**src/rtl/doppler_sweep_pkg.sv**
```systemverilog
// rtl/doppler_sweep_pkg.sv - shared mode encodings, FSM states and default widths for the doppler sweep sequencer
package doppler_sweep_pkg;

  localparam int DWELL_W_DEFAULT = 16;
  localparam int STEPS_W_DEFAULT = 12;

  localparam logic [1:0] MODE_SINGLE   = 2'b00;
  localparam logic [1:0] MODE_REPEAT   = 2'b01;
  localparam logic [1:0] MODE_TRIANGLE = 2'b10;

  typedef enum logic [1:0] {
    ST_IDLE  = 2'd0,
    ST_PRIME = 2'd1,
    ST_SWEEP = 2'd2
  } state_t;

endpackage

```
**src/rtl/dwell_timer.sv**
```systemverilog
// rtl/dwell_timer.sv - loadable down-counter with a one-cycle terminal flag
module dwell_timer
  import doppler_sweep_pkg::*;
#(
  parameter int DWELL_W = DWELL_W_DEFAULT
) (
  input  logic               M100CLK,
  input  logic               reset,
  input  logic               load,
  input  logic [DWELL_W-1:0] load_val,
  output logic               term
);

  logic [DWELL_W-1:0] cnt;
  logic               armed;

  // Count down from the loaded value; the flag fires once per load when zero is reached
  always_ff @(posedge M100CLK) begin
    if (reset) begin
      cnt   <= '0;
      armed <= 1'b0;
    end else if (load) begin
      cnt   <= load_val;
      armed <= 1'b1;
    end else if (cnt != '0) begin
      cnt   <= cnt - 1'b1;
    end else begin
      armed <= 1'b0;
    end
  end

  assign term = armed && (cnt == '0);

endmodule

```
**src/rtl/doppler_sweep_ctrl.sv**
```systemverilog
// rtl/doppler_sweep_ctrl.sv - single/sawtooth/triangle frequency sweep sequencer driving the NCO doppler word
module doppler_sweep_ctrl
  import doppler_sweep_pkg::*;
#(
  parameter int DWELL_W = DWELL_W_DEFAULT,
  parameter int STEPS_W = STEPS_W_DEFAULT
) (
  input  logic               M100CLK,
  input  logic               reset,
  input  logic               cfg_valid,
  output logic               cfg_ready,
  input  logic [31:0]        cfg_start,
  input  logic [31:0]        cfg_step,
  input  logic [STEPS_W-1:0] cfg_steps,
  input  logic [DWELL_W-1:0] cfg_dwell,
  input  logic [1:0]         cfg_mode,
  input  logic               abort,
  output logic [31:0]        doppler_shift,
  output logic               nco_reset,
  output logic               busy,
  output logic               done,
  output logic [STEPS_W-1:0] step_idx
);

  state_t             state_q, state_d;
  logic [31:0]        shift_q, shift_d;
  logic [STEPS_W-1:0] idx_q, idx_d;
  logic               nco_q, nco_d;
  logic               done_q, done_d;
  logic               busy_q, busy_d;
  logic               up_q, up_d;

  logic [31:0]        start_q, start_d;
  logic [31:0]        step_q, step_d;
  logic [STEPS_W-1:0] steps_q, steps_d;
  logic [DWELL_W-1:0] dwell_m1_q, dwell_m1_d;
  logic [1:0]         mode_q, mode_d;

  logic               accept;
  logic               term;
  logic               timer_load;
  logic [DWELL_W-1:0] timer_val;

  // Timer holds "cycles remaining after this one", so a dwell of 0 or 1 both load 0
  function automatic logic [DWELL_W-1:0] dwell_minus_one(input logic [DWELL_W-1:0] d);
    return (d == '0) ? '0 : d - 1'b1;
  endfunction

  assign cfg_ready  = (state_q == ST_IDLE);
  assign accept     = cfg_ready && cfg_valid && !abort;
  assign timer_load = accept || ((state_q != ST_IDLE) && term);
  assign timer_val  = accept ? dwell_minus_one(cfg_dwell) : dwell_m1_q;

  dwell_timer #(
    .DWELL_W (DWELL_W)
  ) u_dwell_timer (
    .M100CLK  (M100CLK),
    .reset    (reset),
    .load     (timer_load),
    .load_val (timer_val),
    .term     (term)
  );

  // State, output and latched-config registers
  always_ff @(posedge M100CLK) begin
    if (reset) begin
      state_q    <= ST_IDLE;
      shift_q    <= '0;
      idx_q      <= '0;
      nco_q      <= 1'b0;
      done_q     <= 1'b0;
      busy_q     <= 1'b0;
      up_q       <= 1'b1;
      start_q    <= '0;
      step_q     <= '0;
      steps_q    <= '0;
      dwell_m1_q <= '0;
      mode_q     <= MODE_SINGLE;
    end else begin
      state_q    <= state_d;
      shift_q    <= shift_d;
      idx_q      <= idx_d;
      nco_q      <= nco_d;
      done_q     <= done_d;
      busy_q     <= busy_d;
      up_q       <= up_d;
      start_q    <= start_d;
      step_q     <= step_d;
      steps_q    <= steps_d;
      dwell_m1_q <= dwell_m1_d;
      mode_q     <= mode_d;
    end
  end

  // Next-state and next-output decode; step actions happen only at the end of a dwell
  always_comb begin
    state_d    = state_q;
    shift_d    = shift_q;
    idx_d      = idx_q;
    nco_d      = 1'b0;
    done_d     = 1'b0;
    up_d       = up_q;
    start_d    = start_q;
    step_d     = step_q;
    steps_d    = steps_q;
    dwell_m1_d = dwell_m1_q;
    mode_d     = mode_q;

    if (abort) begin
      state_d = ST_IDLE;
      shift_d = '0;
      idx_d   = '0;
      up_d    = 1'b1;
    end else begin
      case (state_q)
        ST_IDLE: begin
          if (accept) begin
            start_d    = cfg_start;
            step_d     = cfg_step;
            steps_d    = cfg_steps;
            dwell_m1_d = dwell_minus_one(cfg_dwell);
            mode_d     = (cfg_mode == 2'b11) ? MODE_SINGLE : cfg_mode;
            state_d    = ST_PRIME;
            shift_d    = cfg_start;
            idx_d      = '0;
            nco_d      = 1'b1;
            up_d       = 1'b1;
          end
        end
        ST_PRIME, ST_SWEEP: begin
          if (state_q == ST_PRIME) begin
            state_d = ST_SWEEP;
          end
          if (term) begin
            if (up_q) begin
              if (idx_q != steps_q) begin
                idx_d   = idx_q + 1'b1;
                shift_d = shift_q + step_q;
              end else begin
                case (mode_q)
                  MODE_REPEAT: begin
                    shift_d = start_q;
                    idx_d   = '0;
                  end
                  MODE_TRIANGLE: begin
                    // With a single value there is nothing to turn around on; just hold it
                    if (steps_q != '0) begin
                      up_d    = 1'b0;
                      idx_d   = idx_q - 1'b1;
                      shift_d = shift_q - step_q;
                    end
                  end
                  default: begin
                    state_d = ST_IDLE;
                    done_d  = 1'b1;
                  end
                endcase
              end
            end else begin
              // Bottom of the triangle turns straight back up so index 0 is held one dwell only
              if (idx_q != '0) begin
                idx_d   = idx_q - 1'b1;
                shift_d = shift_q - step_q;
              end else begin
                up_d    = 1'b1;
                idx_d   = idx_q + 1'b1;
                shift_d = shift_q + step_q;
              end
            end
          end
        end
        default: begin
          state_d = ST_IDLE;
        end
      endcase
    end

    busy_d = (state_d != ST_IDLE);
  end

  assign doppler_shift = shift_q;
  assign step_idx      = idx_q;
  assign nco_reset     = nco_q;
  assign done          = done_q;
  assign busy          = busy_q;

endmodule

```
**config.mk**
```make
export PLATFORM = sky130hd
export DESIGN_NAME = doppler_sweep_ctrl
export DESIGN_NICKNAME = d
export VERILOG_FILES = /design/src/rtl/doppler_sweep_pkg.sv /design/src/rtl/dwell_timer.sv /design/src/rtl/doppler_sweep_ctrl.sv
export SDC_FILE = /design/constraint.sdc
export NUM_CORES = 1
export LEC_CHECK = 0
export CORE_UTILIZATION = 40
export CTS_CLUSTER_DIAMETER = 30
export DETAILED_ROUTE_END_ITERATION = 10
export GPL_ROUTABILITY_DRIVEN = 0
export GPL_TIMING_DRIVEN = 1
export SETUP_SLACK_MARGIN = 0.3
export SKIP_CTS_REPAIR_TIMING = 1
export SKIP_LAST_GASP = 1
export SLEW_MARGIN = 20
export SYNTH_ARGS = -nofsm -noshare
export SYNTH_HDL_FRONTEND = slang
export SYNTH_SLANG_ARGS = --single-unit
```
**constraint.sdc**
```tcl
create_clock -name M100CLK -period 5.1 [get_ports M100CLK]
set_input_delay 1.02 -clock M100CLK [delete_from_list [all_inputs] [get_ports M100CLK]]
set_output_delay 1.02 -clock M100CLK [all_outputs]
set_load 0.05 [all_outputs]
```
After elaboration in Yosys (flattened, before gate mapping)
Cells that the tools add are included.
Cells by class
  $add $sub $neg: 6
  muxes and demuxes: 41
  reduce and logical (&&, ||, !) cells: 25
  bitwise operators: 5
  equality and inequality tests: 11
Operators with widths (count)
  $mux W32: 6
  $pmux W32 S2: 2
  $mux W12: 6
  $mux W16: 4
  $pmux W12 S2: 2
  $add A32 B32 Y32: 1
  $logic_not A16 Y1: 2
  $sub A16 B1 Y16 const B: 2
  $sub A32 B32 Y32: 1
  $reduce_bool A12 Y1: 2
  $mux W2: 8
  $reduce_bool A16 Y1: 1
  $add A12 B1 Y12 const B: 1
  $ne A12 B12 Y1: 1
  $sub A12 B1 Y12 const B: 1
  $mux W1: 11
  $reduce_bool A2 Y1: 4
  $eq A2 B2 Y1 const B: 3
  $reduce_and A3 Y1: 2
  $reduce_or A2 Y1: 3
  $reduce_or A6 Y1: 1
  $ne A5 B3 Y1 const B: 1
  $ne A5 B5 Y1 const B: 1
  $not A1 Y1: 5
  12 further kinds: 17
Storage, ports and cells
  input bits: 98
  word-level logic and storage cells: 102
  output and inout port bits: 48
  bits in registers: 161

Longest topological paths before layout
  depth after elaboration: 9
  gate-level depth with buffers: 14

By module
From an unflattened synthesis, not the netlist that was laid out.
Second synthesis, totals
  cells, all modules: 1518
  area total of the unflattened synthesis: 11289.6 µm²
Modules (own cells, without submodules)
  doppler_sweep_ctrl: area an instance 10348.7 µm², cells an instance 1408, instances 1
  dwell_timer: area an instance 940.9 µm², cells an instance 110, instances 1

Worst setup path after synthesis
Ideal clock, no wire load.
  path kind: in2reg
  start point: in cfg_dwell[9]
  end point: reg u_dwell_timer.cnt[13]
  cell stages on the path: 10
  arrival time: 3.269 ns
  data required time: 4.967 ns
  path buffers: 1
  setup slack: 1.698 ns
  library setup time: 0.133 ns
  cell sequence: or4_1 or3_1 or4_1 o31ai_2 buf_4 nor2_1 a21oi_1 nor2_1 nor2_1 a21oi_1
Between the ends
  cells in the longest elaborated chain, start to end: 4
Ends and longest elaborated chain
  start: declaration: line doppler_sweep_ctrl.sv:15  | input logic [DWELL_W-1:0] cfg_dwell,
  $sub A16 B1 Y16 / $logic_not A16 Y1 (equally long branches): line doppler_sweep_ctrl.sv:46  | return (d == '0) ? '0 : d - 1'b1;
  $mux W16 *: line doppler_sweep_ctrl.sv:46
  $mux W16 *
  $mux W16 *: line dwell_timer.sv:22  | end else if (load) begin
  end signal: assignment: line dwell_timer.sv:23  | cnt <= load_val;
  end signal: assignment: line dwell_timer.sv:26  | cnt <= cnt - 1'b1;
  end: declaration: line dwell_timer.sv:14  | logic [DWELL_W-1:0] cnt;
Mark *: on every way between the ends. The rest lies on a longest branch, timed or not.
A chain may end at the register's enable or synchronous reset.

Worst setup path in the final report
  start point: reg shift_q[0], in the netlist doppler_shift[0]
  end point: reg shift_q[22], in the netlist doppler_shift[22]
Between the ends
  cells in the longest elaborated chain, start to end: 7
Ends and longest elaborated chain
  start: declaration: line doppler_sweep_ctrl.sv:26  | logic [31:0] shift_q, shift_d;
  start signal: assignment: line doppler_sweep_ctrl.sv:81  | shift_q <= shift_d;
  $sub A32 B32 Y32: line doppler_sweep_ctrl.sv:150, doppler_sweep_ctrl.sv:163
  $mux W32: line doppler_sweep_ctrl.sv:147  | if (steps_q != '0) begin
  $pmux W32 S2: line doppler_sweep_ctrl.sv:140  | case (mode_q)
  $mux W32: line doppler_sweep_ctrl.sv:136  | if (idx_q != steps_q) begin
  $mux W32 *: line doppler_sweep_ctrl.sv:135  | if (up_q) begin
  $mux W32 *: line doppler_sweep_ctrl.sv:134  | if (term) begin
  $pmux W32 S2 *: line doppler_sweep_ctrl.sv:115  | case (state_q)
Mark *: on every way between the ends. The rest lies on a longest branch, timed or not. The select of a mux whose other input is x is not followed.

==> results_dict.tcl <==
set metrics [dict create \
    status "completed" \
    synth-xor-area-share_pct 4.76 \
    syn_area_per_cell_um2 7.37 \
    critical-path-slowest-cell "a311oi_1" \
    ys_seq_area_share_pct 29.2 \
    hold_path_depth 2 \
    yosys_warnings 0 \
    synthSimpleGateAreaFrac_pct 23.2 \
    cts_buffers 17 \
    overflow 0 \
    synth.top_cell.area_share_pct 29.2 \
    finalSetupViolations 0 \
    fin_crit_sh_pct 74.7 \
    die_w_um 168 \
    setup_tns_ns 0 \
    r2r-start "doppler_shift[0]" \
    final_cell_mix "nand2_1, a21oi_1, dfxtp_1" \
    die_y_um 168 \
    dr.pass1.iters 7 \
    hold_class "flop to flop" \
    post-route-min-period_ns 3.81 \
    muxShareOfSynthArea_pct 0.454 \
    final-max-slew-violation-count 0 \
    ys_top_cells_by_area "dfxtp_1, a21oi_1, nand2_1, ha_1, nor2_1" \
    required_ns 5.44 \
    r2r-end "doppler_shift[22]" \
    synth.net_count 1669 \
    dieArea_um2 28300 \
    hold_viol 0 \
    synth_top_family_by_area "compound AO/OA/AOI/OAI gates" \
    cts_tree "done" \
    io_buffers 145 \
    hold_ws_ns 0.454 \
    syn_area_um2 11000 \
    cts_root_buf "clkbuf_16" \
    synth.distinct_cells 79 \
    start_util_pct 40.8 \
    cp-start-kind "flop" \
    ctsLongestPathBuffers 2 \
    irDropWorstVdd_mv 0.231 \
    grt_max_degree 99 \
    core_um2 27000 \
    crit_path_end_kind "flop" \
    rsz0062_at_grt "no" \
    ios 146 \
    clkLatencyLatePin_ns 0.46 \
    fin_ws_ns 1.29 \
    synth_cells 1497 \
    setup.reg_to_reg.worst_slack_ns 1.29 \
    synth-compound-area-share_pct 27.8 \
    htree_levels 4 \
    drc 0 \
    ys_seq_elements 161 \
    async_reset_ff_share_pct 0 \
    routed_wl_mm 36.0 \
    multiInputGateArea_um2 7160 \
    cap_violations 0 \
    hpwl_mm 25.1 \
    cts_sinks 161 \
    synth_edf_count 0 \
    synthAdderAreaFrac_pct 8.53 \
    rows 60 \
    r2r_cells 12 \
    globalRouteTotalUtil_pct 25.3 \
    timing.fmax_mhz 262 \
    antenna_found_initial 0 \
    syn_to_final_growth_pct 20.2 \
    dp_slack_ns 0.868 \
    cp_data_arrival_time_ns 4.15 \
    slowest_delay_ns 0.54 \
    num_vias 11200 \
    worst_slew_pin_slew_ns 0.974 \
    worstPathMaxFanout 5 \
    grt_pass1_vias 10700 \
    num_antenna_cells 0 \
    worstPathCellList "ha_1 -> fa_1 -> nor2b_1 -> o2111ai_1 -> a311oi_1 -> a211oi_2 -> nor4b_4 -> o22ai_1 -> a221oi_1 -> a21oi_1 -> a211o_1 -> a32o_1" \
    final_common_cell "nand2_1" \
    drt-wirelength-per-cell_um 18.6 \
    drt_iter0_markers 889 \
    drive_above_1_share_pct 4.59 \
    grt_pass1_wl_mm 57.1 \
    hold_end "start_q[28]" \
    slew_headroom_pct 35.0 \
    fin_nets 1751 \
    avgViaCountPerCell 5.80 \
    yosys.area.top_type "dfxtp_1" \
    seq_area_um2 3220 \
    fin_worst_skew_ns 0.0165 \
    p_per_area_nw_per_um2 303 \
    p_leak_nw 5.28 \
    ys.flop_type "dfxtp_1" \
    worstHoldStart "start_q[28]" \
    path_class "flop to flop" \
    clk_pin_slew_worst_paths_ns 0.07 \
    n_fill_cell 2731 \
    ant_nets 0 \
]
-- how the worst max path moves through the flow --
stage | from | to | slack, ns | depth (start not counted)
3_3_place_gp | cfg_dwell[7] | u_dwell_timer.cnt[4] | 0.96 | 11
3_5_place_dp | cfg_dwell[7] | u_dwell_timer.cnt[2] | 0.87 | 11
4_1_cts | cfg_dwell[7] | u_dwell_timer.cnt[2] | 1.33 | 11
5_1_grt | cfg_dwell[7] | u_dwell_timer.cnt[9] | 1.10 | 11
2_1_floorplan | cfg_dwell[9] | u_dwell_timer.cnt[13] | 1.70 | 10
6_report | doppler_shift[0] | doppler_shift[22] | 1.29 | 12
-- logic make-up after synthesis --
kind of cell             count (synthesis)
AO/OA/AOI/OAI                          470
XOR/XNOR                                60
adder cells (fa/ha/maj)                 74
buffers and inverters                  169
flip-flops                             161
multiplexers                             5
AND/OR/NAND/NOR                        558
-- metrics by stage --
step                      instances  power (mW)  util (%)  instance area [um^2]
final                          1933        4.01      49.1                 13300
after global routing           1933        4.20      49.1                 13300
after CTS                      1933        4.02      49.1                 13300
after detailed placement       1901        2.66      46.8                 12600
after global placement         1901        2.65      46.8                 12600
after floorplan                1497        2.28         -                 11000
-- registers in the layout (all words and copies together), names as in the netlist, 2 cells and up --
name	cells
doppler_shift	32
start_q	32
step_q	32
dwell_m1_q	16
u_dwell_timer.cnt	16
step_idx	12
steps_q	12
mode_q	2
state_q	2
-- cell usage after synthesis (25+ instances only) --
cell,n
nand2_1,244
a21oi_1,186
dfxtp_1,161
nor2_1,144
clkbuf_1,81
ha_1,72
inv_1,71
o21ai_0,56
xnor2_1,35
nor3_1,27
xor2_1,25
-- power breakdown --
group	switching [mW]	internal (mW)	leakage [nW]
clock	0.659	0.706	0.301
combinational	0.747	0.475	3.66
sequential	0.0812	1.35	1.31
-- critical path: cells and delay by family, from the launching register on --
| kind | cells | cell delay [ns] |
|---|---|---|
| and+or+nand+nor | 2 | 0.70 |
| adders and majority gates | 2 | 0.47 |
| DFF | 1 | 0.38 |
| AOI/OAI and AO/OA | 8 | 2.15 |
-- area by class of cell --
cell class                 count  share of cell area (%)
timing repair buffer         161                    11.9
tap                          341                    3.22
sequential                   161                    24.3
clock inverter                15                    1.42
multi-input combinational   1167                    54.0
clock buffer                  17                    3.21
inverter                      71                    2.01
-- routing by layer --
metal | up-vias | global-route usage (%) | wire length (um)
met5 | - | 0 | 0
met4 | 0 | 8.02 | 757
met3 | 46 | 3.78 | 1830
met2 | 338 | 42.6 | 17000
met1 | 5342 | 33.0 | 16400
li1 | 5493 | - | -
No activity file was read; power rests on OpenSTA's default activity.
